[config.mk]
export PLATFORM = sky130hd
export DESIGN_NAME = serial_adder_ctrl
export DESIGN_NICKNAME = d
export VERILOG_FILES = /design/src/rtl/serial_adder_ctrl.sv
export SDC_FILE = /design/constraint.sdc
export NUM_CORES = 1
export LEC_CHECK = 0
export BUFFER_PORTS_ARGS = -buffer_cell sky130_fd_sc_hd__buf_2
export CORE_ASPECT_RATIO = 2
export CORE_MARGIN = 4
export CORE_UTILIZATION = 30
export CTS_BUF_LIST = sky130_fd_sc_hd__clkbuf_8
export CTS_CLUSTER_SIZE = 14
export DETAILED_ROUTE_END_ITERATION = 6
export PLACE_DENSITY = 0.48
export SLEW_MARGIN = 20
export SYNTH_ARGS = -nofsm -noshare
export SYNTH_HDL_FRONTEND = slang
export SYNTH_SLANG_ARGS = --single-unit
[constraint.sdc]
create_clock -name clk -period 4.2 [get_ports clk]
set_input_delay 0.63 -clock clk [delete_from_list [all_inputs] [get_ports clk]]
set_output_delay 0.63 -clock clk [all_outputs]
set_load 0.02 [all_outputs]
[src/rtl/serial_adder_ctrl.sv]
// Bit-serial add controller: sequences one full-adder slice over WIDTH-bit operands, one bit per clock.
// Optional subtract mode (invert B, carry-in 1) is enabled by defining SERIAL_ADDER_SUB_EN.
module serial_adder_ctrl #(
  parameter int WIDTH = 8
) (
  input  logic             clk,
  input  logic             rst_n,
  input  logic             start,
  input  logic [WIDTH-1:0] a,
  input  logic [WIDTH-1:0] b,
  input  logic             sub,
  output logic             busy,
  output logic             done,
  output logic [WIDTH-1:0] sum,
  output logic             cout
);
  localparam int CW = $clog2(WIDTH);
  localparam logic [CW-1:0] LAST = CW'(WIDTH - 1);

  typedef enum logic [1:0] {IDLE, SHIFT, DONE} state_e;

  state_e           state_q, state_d;
  logic [WIDTH-1:0] a_q, a_d, b_q, b_d, res_q, res_d, sum_q, sum_d;
  logic [CW-1:0]    cnt_q, cnt_d;
  logic             carry_q, carry_d, cout_q, cout_d;
  logic [WIDTH-1:0] b_ld;
  logic             cin_ld;
  logic             load, last, p, bit_s, cy;

`ifdef SERIAL_ADDER_SUB_EN
  assign b_ld   = sub ? ~b : b;
  assign cin_ld = sub;
`else
  logic unused_sub;
  assign b_ld       = b;
  assign cin_ld     = 1'b0;
  assign unused_sub = sub;
`endif

  assign load = (state_q != SHIFT) && start;
  assign last = (cnt_q == LAST);

  // Shared one-bit slice: two half adders plus carry OR.
  assign p     = a_q[0] ^ b_q[0];
  assign bit_s = p ^ carry_q;
  assign cy    = (a_q[0] & b_q[0]) | (p & carry_q);

  always_ff @(posedge clk or negedge rst_n) begin
    if (!rst_n) state_q <= IDLE;
    else        state_q <= state_d;
  end

  always_comb begin
    state_d = state_q;
    case (state_q)
      IDLE:    if (start) state_d = SHIFT;
      SHIFT:   if (last)  state_d = DONE;
      DONE:    state_d = start ? SHIFT : IDLE;
      default: state_d = IDLE;
    endcase
  end

  always_comb begin
    busy = (state_q == SHIFT);
    done = (state_q == DONE);
  end

  always_comb begin
    a_d     = a_q;
    b_d     = b_q;
    carry_d = carry_q;
    cnt_d   = cnt_q;
    res_d   = res_q;
    sum_d   = sum_q;
    cout_d  = cout_q;
    if (load) begin
      a_d     = a;
      b_d     = b_ld;
      carry_d = cin_ld;
      cnt_d   = '0;
      res_d   = '0;
    end else if (state_q == SHIFT) begin
      a_d     = a_q >> 1;
      b_d     = b_q >> 1;
      carry_d = cy;
      res_d   = {bit_s, res_q[WIDTH-1:1]};
      if (last) begin
        sum_d  = {bit_s, res_q[WIDTH-1:1]};
        cout_d = cy;
      end else begin
        cnt_d = cnt_q + CW'(1);
      end
    end
  end

  always_ff @(posedge clk or negedge rst_n) begin
    if (!rst_n) begin
      a_q     <= '0;
      b_q     <= '0;
      carry_q <= 1'b0;
      cnt_q   <= '0;
      res_q   <= '0;
      sum_q   <= '0;
      cout_q  <= 1'b0;
    end else begin
      a_q     <= a_d;
      b_q     <= b_d;
      carry_q <= carry_d;
      cnt_q   <= cnt_d;
      res_q   <= res_d;
      sum_q   <= sum_d;
      cout_q  <= cout_d;
    end
  end

  assign sum  = sum_q;
  assign cout = cout_q;
endmodule

==> results, run 1 <==
- The pre-antenna-repair detailed-routing pass consisted of 4 iterations.
- The multiplexer share of the synthesized area is around 18%.
- The post-cts resize count is 0.
- The number of DRC violations after detailed-routing iteration 0 is 28.
- The post-synth design cell area is ~1700 sq um.
- The peak clock frequency supported by timing is 0.505 GHz.
- The arrival time at the worst endpoint is ~1400 ps.
- The total of fill cells in the finished design is 566.
- Setup repair after global routing left no endpoint under its margin.
- The half-perimeter wire length after detailed placement is between 2000 and 2500 microns.
- The count of endpoints failing hold in the final timing report is 0.
- The CTS tree is done.
- For this design the ratio of total power to cell area is 694 nW/um^2.
- The x dimension of the die is between 60 and 70 microns.
- Counting every instance in the synthesized netlist gives around 140.
- The signal on the critical path passes through nand2b_4, inv_6, buf_2.
- The tree is rooted in a clkbuf_8.
- After Yosys synthesis, XOR and XNOR cells account for 0% of the synthesized area.
- After global routing the overflow that remains totals 0.
- The ratio of cells with drive above 1 in the final layout is between 20% and 30%.
- The total clock buffers created by CTS is 5.
- The hold buffer count at cts is 0.
- The initialized floorplan defines 38 standard-cell rows.
- The flow ran to the end, and the final reports show no timing, DRC or antenna violations.
- For this block, wires on met1 add up to about 1300 microns.
- The highest ir drop seen on vdd is 293 uV.
- The largest single stage delay on the critical path is 370 ps.
- The tree built by TritonCTS fans out to 38 sinks.
- The classification of the worst setup path is flip-flop to primary output.
- For this configuration, the core starts out at a cell density of between 30% and 40%.
- The first global-routing pass estimated roughly 5600 microns of wire.
- The top layer used by detailed routing is met4.
- The cell type with the highest aggregate area in the netlist is dfrtp_1.
- The reported max-cap violation count is 0.
- The leakage power total is 0.999 nW.
- The synthesized flop and latch total is 38.
- Sequential cells were found to cover 55.1% of the synthesized design area.
- The critical path's slowest cell is dfrtp_1.
- The final critical path time including I/O delays and setup is between 1500 and 2000 ps.
- The synthesized netlist devotes under 10% of its cell area to adder and majority cells.
- The kind of start point of the critical path is a flip-flop.
- The largest clock skew in the final design is ~6.6 ps.
- The count of cell types in the netlist is 23.
- The area growth from synthesis to layout is 14.1%.
- After clock tree synthesis, the clock-pin slew on the worst setup and hold paths is around 70 ps.
- Counting every net in the synthesized netlist gives approximately 170.
- The tightest min-delay check is of the input pin to async pin type.
- At the end of routability-driven placement, the weighted congestion stood at 0.643.
- The setup-violating endpoint count in the final report is 0.
- Yosys printed 0 warnings.
- The antenna diode count is 0.
- The routed length per placed instance is approximately 14 microns.
- The placeable core region is approximately 5500 sq um.
- At the worst endpoint, the required time is around 3600 ps.
- The initial antenna violation count is 0.
- The vertical extent of the die is 115 microns.
- Of the total synthesized cell area, the portion taken by AND, OR, NAND and NOR gates is 10.2%.
- The global-route usage over all layers is 10.5%.
- During placement, the flow inserted port buffers numbering 29.
- The routed design uses 1650 microns of met2 wire.
- The synthesized netlist devotes 8.26% of its cell area to compound gates.
- The number of buffers inserted to repair setup after CTS is 0.
- For this block, the routed nets add up to about 3200 microns of wire.
- Clock latency on the worst-skew pair, taken at its later pin, is 280 ps.
- The via count of the first global-routing pass is around 1,200.
- The worst-case hold slack is about 460 ps.
- The worst setup path is captured at a primary output.
- At the pin with the least slew margin, the transition time is 866 ps.
- The total vias in the final route is around 1,100.
- Along the worst path, the maximum fanout reaches 50.
- The normalized max-slew margin is around 42%.
- The count of final max-slew check failures came to 0.
- The die covers a little over 7000 sq um.
- Entering global routing, the biggest net connects 51 pins.
- After layout, the worst path uses between 40 and 50% of the clock period.
- The top-level I/O count is 31.
- The total length of routed met3 wires is 153 microns.
- The remaining antenna violation count is 0.
- The H-tree was split into 2 levels.
- Averaged over all synthesized cells, the footprint is about 12 sq um.
- The top cell type by area accounts for around 55% of the synthesized area.
- After synthesis, the cell types taking the most area are dfrtp_1, mux2i_1, mux2_4.
- Dividing the detail-routed via count by the number of cells gives roughly 4.7.
- The combinational family with the most area after synthesis is multiplexers.
- The number of design rule violations left after detail routing is 0.
- The final layout contains 196 nets.
- The clock passes through at most 2 buffers.
- In the final timing run, aggregate negative setup slack is 0 ps.
[layout by cell type (no fill, tap or decap)]
master	netlist	final
a211o_1	1	1
and2b_1	1	1
and3_1	1	1
buf_2	0	29
clkbuf_8	0	6
clkinv_1	1	1
clkinv_2	0	1
dfrtp_1	38	38
fa_1	1	1
ha_1	3	3
inv_1	1	2
inv_6	1	1
mux2_4	9	9
mux2i_1	18	18
nand2_1	30	30
nand2_8	1	1
nand2b_4	1	1
nor2_1	3	3
nor3_1	1	1
o21ai_0	17	17
o21ai_1	5	5
o22ai_1	1	1
o2bb2ai_1	2	2
[cell families (layout without fill, tap and decap cells)]
family          after synthesis  count (layout)
compound gates               26              26
fa+ha+maj                     4               4
buf+inv                      10              40
flops                        38              38
mux                          27              27
simple gates                 38              38
[cell type report]
cell class | count | area, sq um | area share, %
sequential | 38 | 951 | 48.3
inverter | 3 | 16.3 | 0.825
clock inverter | 2 | 8.76 | 0.444
timing repair buffer | 29 | 145 | 7.37
clock buffer | 6 | 82.6 | 4.19
multi-input combinational | 95 | 692 | 35.1
tap | 60 | 75.1 | 3.81
[metrics by stage]
stage                     total power, mW  util, %  instance area [sq um]  std cells  setup WS (ps)
final                                1.37     35.7                   1970        233           2220
after global placement               1.11     34.1                   1880        225           2360
after floorplan                      1.03        -                   1730        143           2710
after CTS                            1.40     35.7                   1970        233           2190
after detailed placement             1.14     34.1                   1880        225           2340
after global routing                 1.50     35.7                   1970        233           2130
[critical path, delay by kind of cell, from the launching register on]
kind,cells,cell delay (ps)
buffers and inverters,2,510
and+or+nand+nor,1,180
DFF,1,370
[worst paths after layout]
kind | from | end | slack (ps) | cells after the start
worst min-delay path | rst_n | state_q[0] | 460 | 1
max in group asynchronous | rst_n | b_q[1] | 3190 | 1
worst min register to register | b_q[4] | b_q[3] | 490 | 2
worst max-delay path | state_q[1] | busy | 2220 | 3
min in group clk | b_q[4] | b_q[3] | 490 | 2
worst max register to register | cnt_q[0] | sum[7] | 2730 | 4
[registers in the layout, indices dropped and copies added (netlist names)]
signal / flops
a_q: 8
b_q: 8
sum: 8
res_q: 7
cnt_q: 3
state_q: 2
carry_q: 1
cout: 1
[routing by layer]
| metal | vias up | GRT usage, % |
|---|---|---|
| met5 | - | 0 |
| met3 | 4 | 2.92 |
| met4 | 0 | 4.25 |
| li1 | 542 | - |
| met1 | 529 | 12.2 |
| met2 | 21 | 17.4 |
[synth_stat cells]
master / number
dfrtp_1: 38
o21ai_1: 5
inv_6: 1
clkinv_1: 1
mux2i_1: 18
o21ai_0: 17
o2bb2ai_1: 2
o22ai_1: 1
buf_4: 1
and3_1: 1
ha_1: 3
buf_6: 5
nor2_1: 3
clkbuf_1: 1
nand2_8: 1
nand2b_4: 1
nor3_1: 1
and2b_1: 1
fa_1: 1
nand2_1: 30
mux2_4: 9
a211o_1: 1
inv_1: 1
[power breakdown]
part	internal, mW	switching [mW]	total [mW]
clock	0.130	0.125	0.255
combinational	0.215	0.276	0.492
sequential	0.523	0.0970	0.620
Note: power is estimated with default switching activity, not from simulation.
==> inputs of run 2 (changes only) <==
--- a/config.mk
+++ b/config.mk
@@ -12,7 +12,7 @@
 export CTS_BUF_LIST = sky130_fd_sc_hd__clkbuf_8
 export CTS_CLUSTER_SIZE = 14
 export DETAILED_ROUTE_END_ITERATION = 6
-export PLACE_DENSITY = 0.48
+export PLACE_DENSITY = 0.5
 export SLEW_MARGIN = 20
 export SYNTH_ARGS = -nofsm -noshare
 export SYNTH_HDL_FRONTEND = slang
==> constraint.sdc (replaced) <==
create_clock -name clk -period 1.65 [get_ports clk]
set_input_delay 0.2475 -clock clk [delete_from_list [all_inputs] [get_ports clk]]
set_output_delay 0.2475 -clock clk [all_outputs]
set_load 0.02 [all_outputs]
==> run 2 against run 1 <==
Clock power increased by 130%. Non-clock buffer count increased by 2. Setup slack got worse by 2100 ps. Utilization increased by 0.091 points. Largest power group unchanged. Cell area increased by 0.25%. Global-route usage decreased by 0.82 points. Clock skew decreased by 0.52 ps. First-iteration DRC count decreased by 43%.
==> results, run 2 (synthesis results as in run 1) <==
- The run finished with clean final reports.
- The setup TNS is 0 ps (unchanged).
- The number of nets in the finished design is 198 (+1.0%).
- The critical path in this run is classified as flip-flop to primary output.
- The cell internal power dissipation is 2.17 mW (+150%).
- The wire length of the first global-routing pass is 5180 microns (-8.0%).
- The reported max-cap violation count is 0 (unchanged).
- The total vias in the final route was 1,092 (-0.36%).
- The arrival time at the worst endpoint is 1280 ps (-70 ps).
- The worst-case hold slack came to 1.59 ps (-458 ps).
- The critical path's slowest cell is dfrtp_1.
- Leaving out fill and tap cells, the most frequent cells in the layout are dfrtp_1, nand2_1, buf_2, mux2i_1, o21ai_0.
- The final worst slack is 123 ps (-2100 ps).
- The most common cell after layout, fill and taps aside is dfrtp_1.
- The routed length per placed instance came to 13.0 microns (-4.0%).
- The normalized max-slew margin is 68.3% (+26 points).
- The ratio of cells with drive above 1 in the final layout is 28.7% (+0.99 points).
- The number of buffers inserted to repair setup after CTS was 0 (unchanged).
- Based on the critical path, the design can be clocked at up to ~0.65 GHz.
- The effective utilization at floorplan is 31.3% (unchanged).
- The utilization after layout is 35.8% (+0.091 points).
- The total clock buffers created by CTS came to 5 (unchanged).
- The floorplan die area was 7110 sq um (unchanged).
- The vertical extent of the die is 115 microns (unchanged).
- The clock share of power is 17.1% (-1.6 points).
- The total iterations of the first detailed-routing run is 4 (unchanged).
- The path class of the tightest hold or removal check is input pin to async pin.
- The finished layout cell area is 1980 sq um (+0.25%).
- The count of buffer and inverter cells on the critical path is 2 (unchanged).
- The transition time of the tightest slew-check pin is 475 ps (-391 ps).
- The number of DRC violations after detailed-routing iteration 0 is 16 (-43%).
- The maximum level of the CTS H-tree is 2 (unchanged).
- The leftover overflow at the end of global routing came to 0 (unchanged).
- The clock sink total is 38 (unchanged).
- The number of design rule violations left after detail routing is 0 (unchanged).
- The half-perimeter wire length after detailed placement is 2200 microns (-1.0%).
- The count of final max-slew check failures is 0 (unchanged).
- The number of buffers added on ports is 29 (unchanged).
- The antenna diode count is 0 (unchanged).
- The cell row count is 38 (unchanged).
- Clock tree synthesis selected as its root buffer the cell clkbuf_8.
- The total instance count after detailed placement is 227 (+0.89%).
- The count of endpoints failing hold in the final timing report is 0 (unchanged).
- The x dimension of the die came to 61.6 microns (unchanged).
- The signal on the critical path passes through nand2b_4, inv_8, buf_2.
- The final wirelength is 3040 microns (-3.6%).
- Setup repair after global routing left no endpoint under its margin.
- The setup-violating endpoint count in the final report came to 0 (unchanged).
- TritonCTS built the clock tree.
- The post-placement worst setup slack is 159 ps (-2180 ps).
- The largest driver fanout on the critical path was 50 (unchanged).
- The maximum number of pins on one net before global-route repair is 51 (unchanged).
- The hold buffer count at cts is 0 (unchanged).
- The critical path data required time came to 1400 ps (-2170 ps).
- The clock latency at the later pin of the worst-skew pair was 280 ps (about the same).
- The worst stage delay on the critical path is 380 ps (about the same).
- The largest clock skew in the final design is 6.11 ps (-0.520 ps).
- After layout, the worst path uses between 90 and 100% of the clock period.
- The switching power is 1.26 mW (+150%).
- The last weighted congestion value of the routability-driven placer is 0.659 (+2.4%).
- The part of the power in combinational logic is 36.7% (+0.7 points).
- The via count of the first global-routing pass is 1,113 (-7.6%).
- The number of buffers between clock root and the deepest sink is 2 (unchanged).
- The placeable core region is 5520 sq um (unchanged).
- The power density over cell area came to 1730 nW/um^2 (+150%).
- The clock transition at the registers of the reported paths was 70 ps (about the same).
- The global-route usage over all layers is 9.65% (-0.82 points).
- The leakage power total was 1.00 nW (+0.23%).
- The switching fraction of total power is 36.7% (+0.24 points).
- The remaining antenna violation count is 0 (unchanged).
- The final critical path time including I/O delays and setup is 1530 ps.
- The initial antenna violation count came to 0 (unchanged).
- The number of vias per cell after detailed routing is 4.67 (-0.79%).
- The kind of end point of the critical path is a primary output.
- The post-cts resize count is 0 (unchanged).
- The gate family responsible for the most delay along the worst path is buffers and inverters.
- The highest ir drop seen on vdd is 759 uV (+160%).
- The total power draw is 3.43 mW (+150%).
- The top-level I/O count is 31 (unchanged).
- The final cell count without fillers is 234 (+0.43%).
- The placed standard-cell area is 1890 sq um (+0.80%).
- From synthesis to final layout, the design area changed by 14.4%.
- The worst setup path is launched from a flip-flop.
- The relative contribution of sequential cells to total power came to 46.2% (+0.8 points).
==> run 2: changes by cell type in the layout (fill, tap and decap cells not counted), sizes merged <==
cell / change
inv: -1
clkinv: +1
buf: +2
clkbuf: -1
==> run 2: metal layers <==
metal | track usage [%] | wire [microns]
met1 | 11.8 | 1230
met2 | 15.0 | 1580
met3 | 3.15 | 171
met4 | 4.39 | 59
met5 | 0 | 0
==> run 2: cell type report <==
class | instances | area, sq um
clock buffers | 5 | 68.8
clock inverters | 2 | 10.0
fillers | 560 | 3540
inverters | 3 | 18.8
multi-input cells | 95 | 692
flip-flops and latches | 38 | 951
well taps | 60 | 75.1
repair buffers | 31 | 160
==> run 2: final timing paths <==
kind	from	end	slack, ps	cells after the start
setup reg to reg	cnt_q[0]	sum[4]	160	4
min in group clk	a[7]	a_q[7]	200	3
hold / removal	rst_n	cnt_q[0]	2	2
hold reg to reg	b_q[4]	b_q[3]	480	2
setup / recovery	state_q[1]	busy	120	3
max in group asynchronous	rst_n	b_q[2]	1310	2
==> run 2: power by group through the flow <==
stage	sequential (mW)	clock [mW]	combinational [mW]
6_report	1.58	0.586	1.26
5_1_grt	1.65	0.665	1.42
4_1_cts	1.59	0.617	1.29
3_5_place_dp	1.61	0	1.29
3_3_place_gp	1.58	0	1.24
2_1_floorplan	1.68	0	0.935
==> run 2: worst register-to-register path: cells and delay by family, from the launching register on <==
family / cells / cell delay [ps]
simple gates: 1 / 140
fa+ha+maj: 2 / 500
flops: 1 / 420
mux: 1 / 310
==> inputs of run 3 (changes only) <==
--- a/config.mk
+++ b/config.mk
@@ -13,6 +13,7 @@
 export CTS_CLUSTER_SIZE = 14
 export DETAILED_ROUTE_END_ITERATION = 6
 export PLACE_DENSITY = 0.5
+export SETUP_SLACK_MARGIN = 0.3
 export SLEW_MARGIN = 20
 export SYNTH_ARGS = -nofsm -noshare
 export SYNTH_HDL_FRONTEND = slang
==> run 3 against run 2 <==
Worst hold slack better by 210 ps. Critical path depth up 1. Clock-buffer cell count up 1. Highest routed layer unchanged. Fmax up 15%. Combinational power up 29%.
==> results, run 3 (synthesis results as in run 1) <==
- The x dimension of the die is 61.6 microns (unchanged).
- The area growth from synthesis to layout is 24.9%.
- The setup-violating endpoint count in the final report is 0 (unchanged).
- The largest driver fanout on the critical path is 5 (-90%).
- The last weighted congestion value of the routability-driven placer is 0.674 (+2.4%).
- The number of buffers between clock root and the deepest sink is 2 (unchanged).
- The placed standard-cell area was 1910 sq um (+0.79%).
- The cell internal power dissipation is 2.41 mW (+11%).
- The flow ran to the end, and the final reports show no timing, DRC or antenna violations.
- The cell sitting at the root of the clock tree is a clkbuf_8.
- The maximum number of pins on one net before global-route repair came to 26 (-49%).
- The ratio of cells with drive above 1 in the final layout was 33.9% (+5.1 points).
- The critical path ends at sum[5].
- The clock transition at the registers of the reported paths is 70 ps (about the same).
- The tightest min-delay check is of the input pin to flip-flop type.
- The reported max-cap violation count is 0 (unchanged).
- The transition time of the tightest slew-check pin is 489 ps (+13.6 ps).
- The finished layout cell area is 2160 sq um (+9.1%).
- The count of final max-slew check failures was 0 (unchanged).
- The final critical path time including I/O delays and setup is 1330 ps (-194 ps).
- The cell row count is 38 (unchanged).
- In this run the critical register-to-register path is captured at sum[5].
- The number of design rule violations left after detail routing is 0 (unchanged).
- The critical path launch point is cnt_q[0].
- The remaining antenna violation count is 0 (unchanged).
- The initial antenna violation count is 0 (unchanged).
- The routed length per placed instance is 15.2 microns (+17%).
- The critical path data required time is 1820 ps (+420 ps).
- The top-level I/O count came to 31 (unchanged).
- The normalized max-slew margin was 67.4% (-0.91 points).
- The relative contribution of sequential cells to total power is 41.6% (-4.6 points).
- The antenna diode count was 0 (unchanged).
- The logic depth of the worst register-to-register path was 4 (unchanged).
- The kind of start point of the critical path is a flip-flop.
- The total vias in the final route came to 1,186 (+8.6%).
- The reg2reg setup slack is 320 ps (+160 ps).
- TritonCTS built the clock tree.
- The number of vias per cell after detailed routing is 4.82 (+3.3%).
- The switching power is 1.46 mW (+16%).
- The worst setup path is captured at a flip-flop.
- The switching fraction of total power was 37.7% (+0.99 points).
- The final wirelength is 3730 microns (+23%).
- The global-route usage over all layers is 12.0% (+2.3 points).
- The number of nets in the finished design came to 209 (+5.6%).
- The leftover overflow at the end of global routing came to 0 (unchanged).
- The total iterations of the first detailed-routing run was 4 (unchanged).
- The setup TNS is 0 ps (unchanged).
- The via count of the first global-routing pass is 1,271 (+14%).
- The clock sink total is 38 (unchanged).
- Setup repair after global routing could not meet its margin everywhere.
- The maximum level of the CTS H-tree is 2 (unchanged).
- The leakage power total was 1.07 nW (+6.4%).
- The library cell used most frequently in the layout, excluding fill and tap cells, is dfrtp_1.
- The half-perimeter wire length after detailed placement is 2450 microns (+12%).
- The count of endpoints failing hold in the final timing report is 0 (unchanged).
- The part of the power in combinational logic is 41.9% (+5.2 points).
- The clock latency at the later pin of the worst-skew pair is 280 ps (about the same).
- The effective utilization at floorplan is 31.3% (unchanged).
- The peak clock frequency supported by timing was 0.750 GHz (+15%).
- The number of DRC violations after detailed-routing iteration 0 came to 20 (+4).
- The largest clock skew in the final design was 6.44 ps (+0.324 ps).
- The vertical extent of the die is 115 microns (unchanged).
- The number of buffers added on ports was 29 (unchanged).
- In the layout the commonest cells are dfrtp_1, nand2_1, buf_2, mux2i_1, o21ai_0.
- The arrival time at the worst endpoint is 1500 ps (+220 ps).
- The total clock buffers created by CTS is 5 (unchanged).
- The placeable core region came to 5520 sq um (unchanged).
- The final cycle utilization of the critical path is 80.8% (-12 points).
- The critical path in this run is classified as flip-flop to flip-flop.
- The wire length of the first global-routing pass came to 6260 microns (+21%).
- The power density over cell area came to 1790 nW/um^2 (+3.3%).
- The floorplan die area is 7110 sq um (unchanged).
- The clock share of power was 16.5% (-0.6 points).
- The critical register-to-register path startpoint is cnt_q[0].
- The highest ir drop seen on vdd came to 867 uV (+14%).
run 3: worst min path at each step:
stage	end	depth (start not counted)	startpoint	slack (ps)
floorplan	a_q[0]	0	rst_n	-50
global placement	b_q[4]	1	rst_n	220
detailed placement	b_q[4]	1	rst_n	240
CTS	a_q[7]	3	a[7]	200
global route	a_q[7]	3	a[7]	200
finish	b_q[7]	3	b[7]	210
run 3: what timing repair did:
item,CTS,global route
pin swaps,2,2
gates cloned,3,0
gates resized for setup,6,6
endpoints found under the hold margin,19,0
endpoints found under the setup margin,11,12
setup buffers,5,2
hold buffers,1,0
run 3: layout make-up:
class / count / area, sq um
Fill cell: 557 / 3360
Sequential cell: 38 / 951
Multi-Input combinational cell: 96 / 749
Timing Repair Buffer: 39 / 248
Clock buffer: 6 / 82.6
Tap cell: 60 / 75.1
Inverter: 3 / 23.8
Timing Repair inverter: 2 / 17.5
Clock inverter: 2 / 8.76
run 3: power groups by stage:
stage / logic [mW] / clock network [mW] / registers, mW
global placement: 1.24 / 0 / 1.59
floorplan: 0.937 / 0 / 1.68
finish: 1.62 / 0.638 / 1.61
global route: 1.81 / 0.719 / 1.66
CTS: 1.56 / 0.675 / 1.60
detailed placement: 1.30 / 0 / 1.62
run 3: stage by stage:
step	utilization (%)	power [mW]	std cells	hold WS (ps)	worst slack [ps]
final	39.1	3.86	246	208	317
after global routing	39.1	4.19	246	204	276
after CTS	38.1	3.84	244	196	302
after detailed placement	34.6	2.92	227	240	213
after global placement	34.6	2.83	227	225	270
after floorplan	-	2.62	143	-48.1	315
run 3: critical path, cell delays in order (launching register included):
cell and delay, ps:
dfrtp_1 420, ha_4 190, ha_4 200, nand2_8 100, mux2_4 300
run 3: routing by layer:
layer	up-vias	share of wire [%]	global-route usage, %
li1	565	-	-
met1	590	36	13.1
met2	25	57	21.3
met3	6	4.8	2.92
met4	0	1.9	4.25
met5	-	0	0
